**config.mk**
```make
export PLATFORM = sky130hd
export DESIGN_NAME = dwt_haar_mac
export DESIGN_NICKNAME = d
export VERILOG_FILES = /design/src/rtl/dwt_pkg.sv /design/src/rtl/dwt_haar_seq_check.sv /design/src/rtl/dwt_haar_mac.sv
export SDC_FILE = /design/constraint.sdc
export NUM_CORES = 1
export LEC_CHECK = 0
export BUFFER_PORTS_ARGS = -buffer_cell sky130_fd_sc_hd__buf_2
export CAP_MARGIN = 20
export CORE_MARGIN = 2
export CORE_UTILIZATION = 54
export DETAILED_ROUTE_END_ITERATION = 6
export GPL_ROUTABILITY_DRIVEN = 0
export PLACE_DENSITY = 0.77
export SLEW_MARGIN = 0
export SYNTH_ARGS = -nofsm -noshare
export SYNTH_HDL_FRONTEND = slang
export SYNTH_SLANG_ARGS = --single-unit
```
**constraint.sdc**
```tcl
create_clock -name clk -period 4.1 [get_ports clk]
set_input_delay 0.41 -clock clk [delete_from_list [all_inputs] [get_ports clk]]
set_output_delay 0.41 -clock clk [all_outputs]
set_load 0.02 [all_outputs]
```
**src/rtl/dwt_pkg.sv**
```systemverilog
//==============================================================================
// Package : dwt_pkg
// Brief   : Shared constants, beat tag type and pass-limit helper for the
//           Haar MAC responder and its ordering checker.
// Rev     : 1.0  initial release
//==============================================================================
`default_nettype none

package dwt_pkg;

    localparam logic [7:0] HAAR_OFFSET = 8'd128;

    // Tags are carried at a fixed width and trimmed to PTR_W at the outputs.
    localparam int TAG_PTR_W = 16;

    typedef enum logic {
        PASS_ROW = 1'b0,
        PASS_COL = 1'b1
    } pass_mode_e;

    typedef struct packed {
        logic                 mode;
        logic [TAG_PTR_W-1:0] row_column_pointer;
        logic [TAG_PTR_W-1:0] pixel_pointer;
        logic                 pass_end;
    } beat_tag_t;

    typedef struct packed {
        logic [TAG_PTR_W-1:0] pix_last;
        logic [TAG_PTR_W-1:0] line_last;
    } pass_lim_t;

    // Last pixel pointer and last line of a pass at the given level (div = 2^level).
    function automatic pass_lim_t pass_limits(
        input logic       mode,
        input logic [2:0] level,
        input int         width,
        input int         height
    );
        pass_lim_t lim;
        int        pix_span;
        int        line_span;
        pix_span      = (mode ? height : width) >> level;
        line_span     = (mode ? width : height) >> level;
        lim.pix_last  = TAG_PTR_W'(pix_span - 2);
        lim.line_last = TAG_PTR_W'(line_span - 1);
        return lim;
    endfunction

endpackage

`default_nettype wire

```
**src/rtl/dwt_haar_seq_check.sv**
```systemverilog
//==============================================================================
// Module : dwt_haar_seq_check
// Brief  : Sticky beat-ordering checker; tracks the expected {mode,row,pixel}
//          and flags any out-of-order beat or any beat after the last level.
// Rev    : 1.0  initial release
//==============================================================================
`default_nettype none

module dwt_haar_seq_check
    import dwt_pkg::*;
#(
    parameter  int HEIGHT              = 256,
    parameter  int WIDTH               = 256,
    parameter  int DECOMPOSITION_LEVEL = 1,
    localparam int PTR_W               = $clog2(WIDTH)
) (
    input  logic             clk,
    input  logic             rst,
    input  logic             i_valid,
    input  logic             i_mode,
    input  logic [PTR_W-1:0] i_row,
    input  logic [PTR_W-1:0] i_pix,
    input  logic [2:0]       i_level,
    output logic             o_seq_err
);

    localparam logic [2:0] c_LAST_LEVEL = 3'(DECOMPOSITION_LEVEL);

    pass_mode_e       r_exp_mode;
    logic [PTR_W-1:0] r_exp_row;
    logic [PTR_W-1:0] r_exp_pix;
    logic             r_err;

    pass_lim_t w_lim;
    logic      w_pix_wrap;
    logic      w_line_end;
    logic      w_mismatch;

    // Level comes from the shared tracker, so limits switch on the beat after a column-pass end.
    always_comb begin
        w_lim      = pass_limits(r_exp_mode, i_level, WIDTH, HEIGHT);
        w_pix_wrap = (TAG_PTR_W'(r_exp_pix) == w_lim.pix_last);
        w_line_end = (TAG_PTR_W'(r_exp_row) == w_lim.line_last);
        w_mismatch = i_valid &&
                     (({i_mode, i_row, i_pix} != {r_exp_mode, r_exp_row, r_exp_pix}) ||
                      (i_level >= c_LAST_LEVEL));
    end

    always_ff @(posedge clk or negedge rst) begin
        if (!rst) begin
            r_exp_mode <= PASS_ROW;
            r_exp_row  <= '0;
            r_exp_pix  <= '0;
            r_err      <= 1'b0;
        end else if (i_valid) begin
            if (w_pix_wrap) begin
                r_exp_pix <= '0;
                if (w_line_end) begin
                    r_exp_mode <= (r_exp_mode == PASS_ROW) ? PASS_COL : PASS_ROW;
                    r_exp_row  <= '0;
                end else begin
                    r_exp_row <= r_exp_row + PTR_W'(1);
                end
            end else begin
                r_exp_pix <= r_exp_pix + PTR_W'(2);
            end
            if (w_mismatch) begin
                r_err <= 1'b1;
            end
        end
    end

    assign o_seq_err = r_err;

endmodule

`default_nettype wire

```
**src/rtl/dwt_haar_mac.sv**
```systemverilog
//==============================================================================
// Module : dwt_haar_mac
// Brief  : 3-stage Haar lifting MAC (floor average / offset half-difference)
//          with pass/level tracking and completion status.
// Config : define DWT_HAAR_SEQ_CHECK_EN to include the beat-ordering checker.
// Rev    : 1.0  initial release
//==============================================================================
`default_nettype none

module dwt_haar_mac
    import dwt_pkg::*;
#(
    parameter  int HEIGHT              = 256,
    parameter  int WIDTH               = 256,
    parameter  int DECOMPOSITION_LEVEL = 1,
    localparam int PTR_W               = $clog2(WIDTH)
) (
    input  logic             clk,
    input  logic             rst,
    input  logic [15:0]      i_mac,
    input  logic             i_mac_valid,
    input  logic             i_mac_mode,
    input  logic [PTR_W-1:0] i_mac_row_column_pointer,
    input  logic [PTR_W-1:0] i_mac_pixel_pointer,
    output logic [15:0]      o_mac,
    output logic             o_mac_valid,
    output logic             o_mac_mode,
    output logic [PTR_W-1:0] o_mac_row_column_pointer,
    output logic [PTR_W-1:0] o_mac_pixel_pointer,
    output logic             o_pass_done,
    output logic [2:0]       o_level,
    output logic             o_done,
    output logic             o_seq_err
);

    localparam logic [2:0] c_LAST_LEVEL = 3'(DECOMPOSITION_LEVEL);

    logic        r_v1;
    logic [7:0]  r_a1;
    logic [7:0]  r_b1;
    beat_tag_t   r_tag1;

    logic              r_v2;
    logic [8:0]        r_sum2;
    logic signed [8:0] r_diff2;
    beat_tag_t         r_tag2;

    logic        r_v3;
    logic [7:0]  r_low3;
    logic [7:0]  r_high3;
    beat_tag_t   r_tag3;

    logic [2:0]  r_level;
    logic        r_done;

    pass_lim_t   w_lim;
    logic        w_final_beat;
    beat_tag_t   w_tag_in;
    logic [7:0]  w_high;

    always_comb begin
        w_lim        = pass_limits(i_mac_mode, r_level, WIDTH, HEIGHT);
        w_final_beat = i_mac_valid &&
                       (TAG_PTR_W'(i_mac_pixel_pointer) == w_lim.pix_last) &&
                       (TAG_PTR_W'(i_mac_row_column_pointer) == w_lim.line_last);
        w_tag_in                    = '0;
        w_tag_in.mode               = i_mac_mode;
        w_tag_in.row_column_pointer = TAG_PTR_W'(i_mac_row_column_pointer);
        w_tag_in.pixel_pointer      = TAG_PTR_W'(i_mac_pixel_pointer);
        w_tag_in.pass_end           = w_final_beat;
    end

    // Half-difference lies in -128..127, so the offset result always fits 8 bits.
    assign w_high = 8'(r_diff2 >>> 1) + HAAR_OFFSET;

    always_ff @(posedge clk or negedge rst) begin
        if (!rst) begin
            r_v1    <= 1'b0;
            r_a1    <= '0;
            r_b1    <= '0;
            r_tag1  <= '0;
            r_v2    <= 1'b0;
            r_sum2  <= '0;
            r_diff2 <= '0;
            r_tag2  <= '0;
            r_v3    <= 1'b0;
            r_low3  <= '0;
            r_high3 <= '0;
            r_tag3  <= '0;
        end else begin
            r_v1    <= i_mac_valid;
            r_a1    <= i_mac[15:8];
            r_b1    <= i_mac[7:0];
            r_tag1  <= w_tag_in;
            r_v2    <= r_v1;
            r_sum2  <= {1'b0, r_a1} + {1'b0, r_b1};
            r_diff2 <= $signed({1'b0, r_a1}) - $signed({1'b0, r_b1});
            r_tag2  <= r_tag1;
            r_v3    <= r_v2;
            r_low3  <= 8'(r_sum2 >> 1);
            r_high3 <= w_high;
            r_tag3  <= r_tag2;
        end
    end

    // Level saturates at the configured depth; done waits for that pass to drain.
    always_ff @(posedge clk or negedge rst) begin
        if (!rst) begin
            r_level <= '0;
            r_done  <= 1'b0;
        end else begin
            if (w_final_beat && i_mac_mode && (r_level != c_LAST_LEVEL)) begin
                r_level <= r_level + 3'd1;
            end
            if (o_pass_done && r_tag3.mode && (r_level == c_LAST_LEVEL)) begin
                r_done <= 1'b1;
            end
        end
    end

    assign o_mac                    = {r_low3, r_high3};
    assign o_mac_valid              = r_v3;
    assign o_mac_mode               = r_tag3.mode;
    assign o_mac_row_column_pointer = PTR_W'(r_tag3.row_column_pointer);
    assign o_mac_pixel_pointer      = PTR_W'(r_tag3.pixel_pointer);
    assign o_pass_done              = r_v3 && r_tag3.pass_end;
    assign o_level                  = r_level;
    assign o_done                   = r_done;

`ifdef DWT_HAAR_SEQ_CHECK_EN
    dwt_haar_seq_check #(
        .HEIGHT              (HEIGHT),
        .WIDTH               (WIDTH),
        .DECOMPOSITION_LEVEL (DECOMPOSITION_LEVEL)
    ) u_seq_check (
        .clk       (clk),
        .rst       (rst),
        .i_valid   (i_mac_valid),
        .i_mode    (i_mac_mode),
        .i_row     (i_mac_row_column_pointer),
        .i_pix     (i_mac_pixel_pointer),
        .i_level   (r_level),
        .o_seq_err (o_seq_err)
    );
`else
    assign o_seq_err = 1'b0;
`endif

endmodule

`default_nettype wire

```
==> results.json <==
{
  "cp-end-kind": "flip-flop",
  "status": "finished, final reports clean",
  "num_vias": 2251,
  "path_clk_slew_ps": 110,
  "areaGrowthSynthToFinish_pct": 14.5,
  "r2r-start": "o_level[0]",
  "power_density_mw_per_mm2": 440,
  "synthAdderAreaFrac_pct": 7.44,
  "final_nets": 418,
  "synthMuxAreaShare_pct": 1.29,
  "antenna_found_initial": 0,
  "io_pins": 76,
  "clk_latency_ps": 370,
  "dieWidth_um": 90.8,
  "final_util_pct": 63.9,
  "mostFrequentLayoutCells": "dfrtp_1 (109), buf_2 (73), inv_1 (24), ha_1 (21), nand2_1 (12)",
  "fp.coreArea_mm2": 0.00729,
  "cts_sinks": 109,
  "h-tree-depth": 3,
  "ctsRootBufferMaster": "clkbuf_8",
  "cts_setup_buffers": 0,
  "wl_per_cell_um": 13.3,
  "setup_viol": 0,
  "synth_warnings": 0,
  "required_ps": 4360,
  "avgViaCountPerCell": 4.86,
  "synth_flop_cell": "dfrtp_1",
  "cell_internal_pwr_mw": 1.49,
  "diodes": 0,
  "grt_max_degree": 87,
  "net-switching-power_uw": 556,
  "drt_first_pass_iters": 4,
  "ys_seq_elements": 109,
  "synthArstFlopShare_pct": 100,
  "switching_share_pct": 27.1,
  "cts_tree": "done",
  "min_from": "i_mac[15]",
  "cap_violations": 0,
  "synth-edff-count": 0,
  "p_leak_nw": 2.25,
  "synth_compound_area_share_pct": 7.17,
  "skew_ps": 9.99,
  "ys_types": 60,
  "num_rows": 31,
  "startpoint": "o_level[0]",
  "die_area_mm2": 0.00824,
  "antenna_left": 0,
  "rsz0062_at_grt": "no",
  "drv_slew": 0,
  "die_h_um": 90.8,
  "yosys.area_share.simple_pct": 8.89,
  "synthCells": 291,
  "crit_type": "reg -> reg",
  "wirelength_um": 6160,
  "crit_arrival_ps": 3540,
  "multiInputGateArea_mm2": 0.00110,
  "syn-num-nets": 350,
  "drive_gt1_share_pct": 28.8,
  "port_buffers": 74,
  "rrSetupSlack_ps": 820,
  "track_usage_pct": 16.5,
  "grt_pass1_vias": 2202,
  "postSynthAreaPerCell_um2": 14.0,
  "ir_drop_mv": 0.194,
  "cp_max_fo": 7,
  "max_freq_mhz": 305,
  "hp-class": "in -> reg",
  "yosysSeqAreaShare_pct": 67.1,
  "synth-xor-area-share_pct": 2.15,
  "grt_pass1_wl_um": 10400,
  "hold_viol": 0,
  "seq_power_share_pct": 58.2,
  "n_fill_cell": 578,
  "tns_ps": 0,
  "hpwl_um": 4490,
  "min_period_ps": 3280,
  "power_mw": 2.05,
  "initial_core_util_pct": 55.8,
  "cts-buffers-inserted": 9,
  "combPwrFrac_pct": 11.3,
  "synth_area_mm2": 0.00407,
  "drc_errors": 0,
  "final_common_cell": "dfrtp_1",
  "synth_top_family_by_area": "simple AND/OR/NAND/NOR gates",
  "reg2reg_depth": 10,
  "startpoint_type": "flip-flop",
  "hold_depth": 1,
  "register_area_mm2": 0.00273,
  "clockPowerShare_pct": 30.5,
  "grt_remaining_overflow": 0,
  "period_share_pct": 79.9,
  "drt_iter0_drc": 126,
  "cts.path.max_buffers": 2
}
-- through the flow --
stage	instances	hold WS, ps	instance area (um2)	setup slack, ps
2_1_floorplan	291	114	4070	1060
3_3_place_gp	445	331	4420	1010
3_5_place_dp	445	335	4420	846
4_1_cts	461	122	4620	819
5_1_grt	463	115	4660	659
6_report	463	135	4660	824
-- power groups by stage --
stage	registers (mW)	clock network, mW	logic (mW)
finish	1.19	0.624	0.232
global route	1.20	0.691	0.256
CTS	1.19	0.644	0.231
detailed placement	1.22	0	0.230
global placement	1.21	0	0.226
floorplan	1.25	0	0.103
-- state kept, by name, indices dropped and copies added (netlist names) --
| register | count |
|---|---|
| o_done | 1 |
| o_level | 3 |
| o_mac_mode | 1 |
| o_mac_pixel_pointer | 8 |
| o_mac_row_column_pointer | 8 |
| o_mac_valid | 1 |
| r_a1 | 8 |
| r_b1 | 8 |
| r_diff2 | 8 |
| r_high3 | 8 |
| r_low3 | 8 |
| r_sum2 | 8 |
| r_tag1 | 18 |
| r_tag2 | 18 |
| r_tag3 | 1 |
| r_v1 | 1 |
| r_v2 | 1 |
-- synth_stat cells, types with 2 or more instances --
master / number / area share (%)
o21bai_1: 4 / 0.74
or2_2: 3 / 0.46
nor3b_1: 2 / 0.37
mux2i_1: 3 / 0.74
xnor2_1: 8 / 1.7
o211ai_1: 2 / 0.37
nor3_1: 7 / 0.86
a32oi_1: 2 / 0.43
nand2b_1: 4 / 0.62
buf_4: 18 / 3.3
nor2b_1: 5 / 0.77
a21oi_1: 6 / 0.74
ha_1: 21 / 6.5
nand2_1: 12 / 1.1
and2_1: 2 / 0.31
inv_1: 24 / 2.2
fa_1: 2 / 0.98
dfrtp_1: 109 / 67
o21ai_0: 6 / 0.74
nand3_1: 3 / 0.37
xor2_1: 2 / 0.43
or3b_1: 2 / 0.43
nor2_1: 7 / 0.65
-- final timing paths --
path                                                     to
worst max-delay path                             o_level[1]
worst min-delay path                                r_a1[7]
worst max register to register                   o_level[1]
worst min register to register  o_mac_row_column_pointer[3]
max in group asynchronous            o_mac_pixel_pointer[0]
min in group asynchronous                           r_b1[4]
-- cells by family (layout without fill, tap and decap cells) --
group                    after synthesis  after routing
AND/OR/NAND/NOR                       60             60
multiplexers                           5              5
buffers and inverters                 44            117
other                                  1              1
adder cells (fa/ha/maj)               23             23
XOR/XNOR                              10             10
AO/OA/AOI/OAI                         39             39
flip-flops                           109            109
-- worst max-delay path: stages, from the launching register on --
cell and delay, ps:
dfrtp_1 420, ha_1 230, ha_1 230, inv_1 130, ha_1 260, or3b_1 400
o32ai_1 350, mux2i_1 260, o211ai_1 150, nor4_2 370, mux2_1 370
-- per-layer routing --
layer	global-route usage (%)	share of wire, %
met4	7.20	2.0
met1	22.8	44
met2	25.6	50
met5	0	0
met3	3.59	4.3
-- cell type report --
type	instances	area share, %
clock buffers	9	2.66
well taps	99	2.66
flip-flops and latches	109	58.6
clock inverters	7	1.61
multi-input cells	138	23.6
repair buffers	77	8.97
inverters	24	1.93
-- timing repair --
action                                 4_1_cts  5_1_grt
resized for setup                            0        0
endpoints found under the hold margin        0       15
hold buffers                                 0        1
Note: power is estimated with default switching activity, not from simulation.
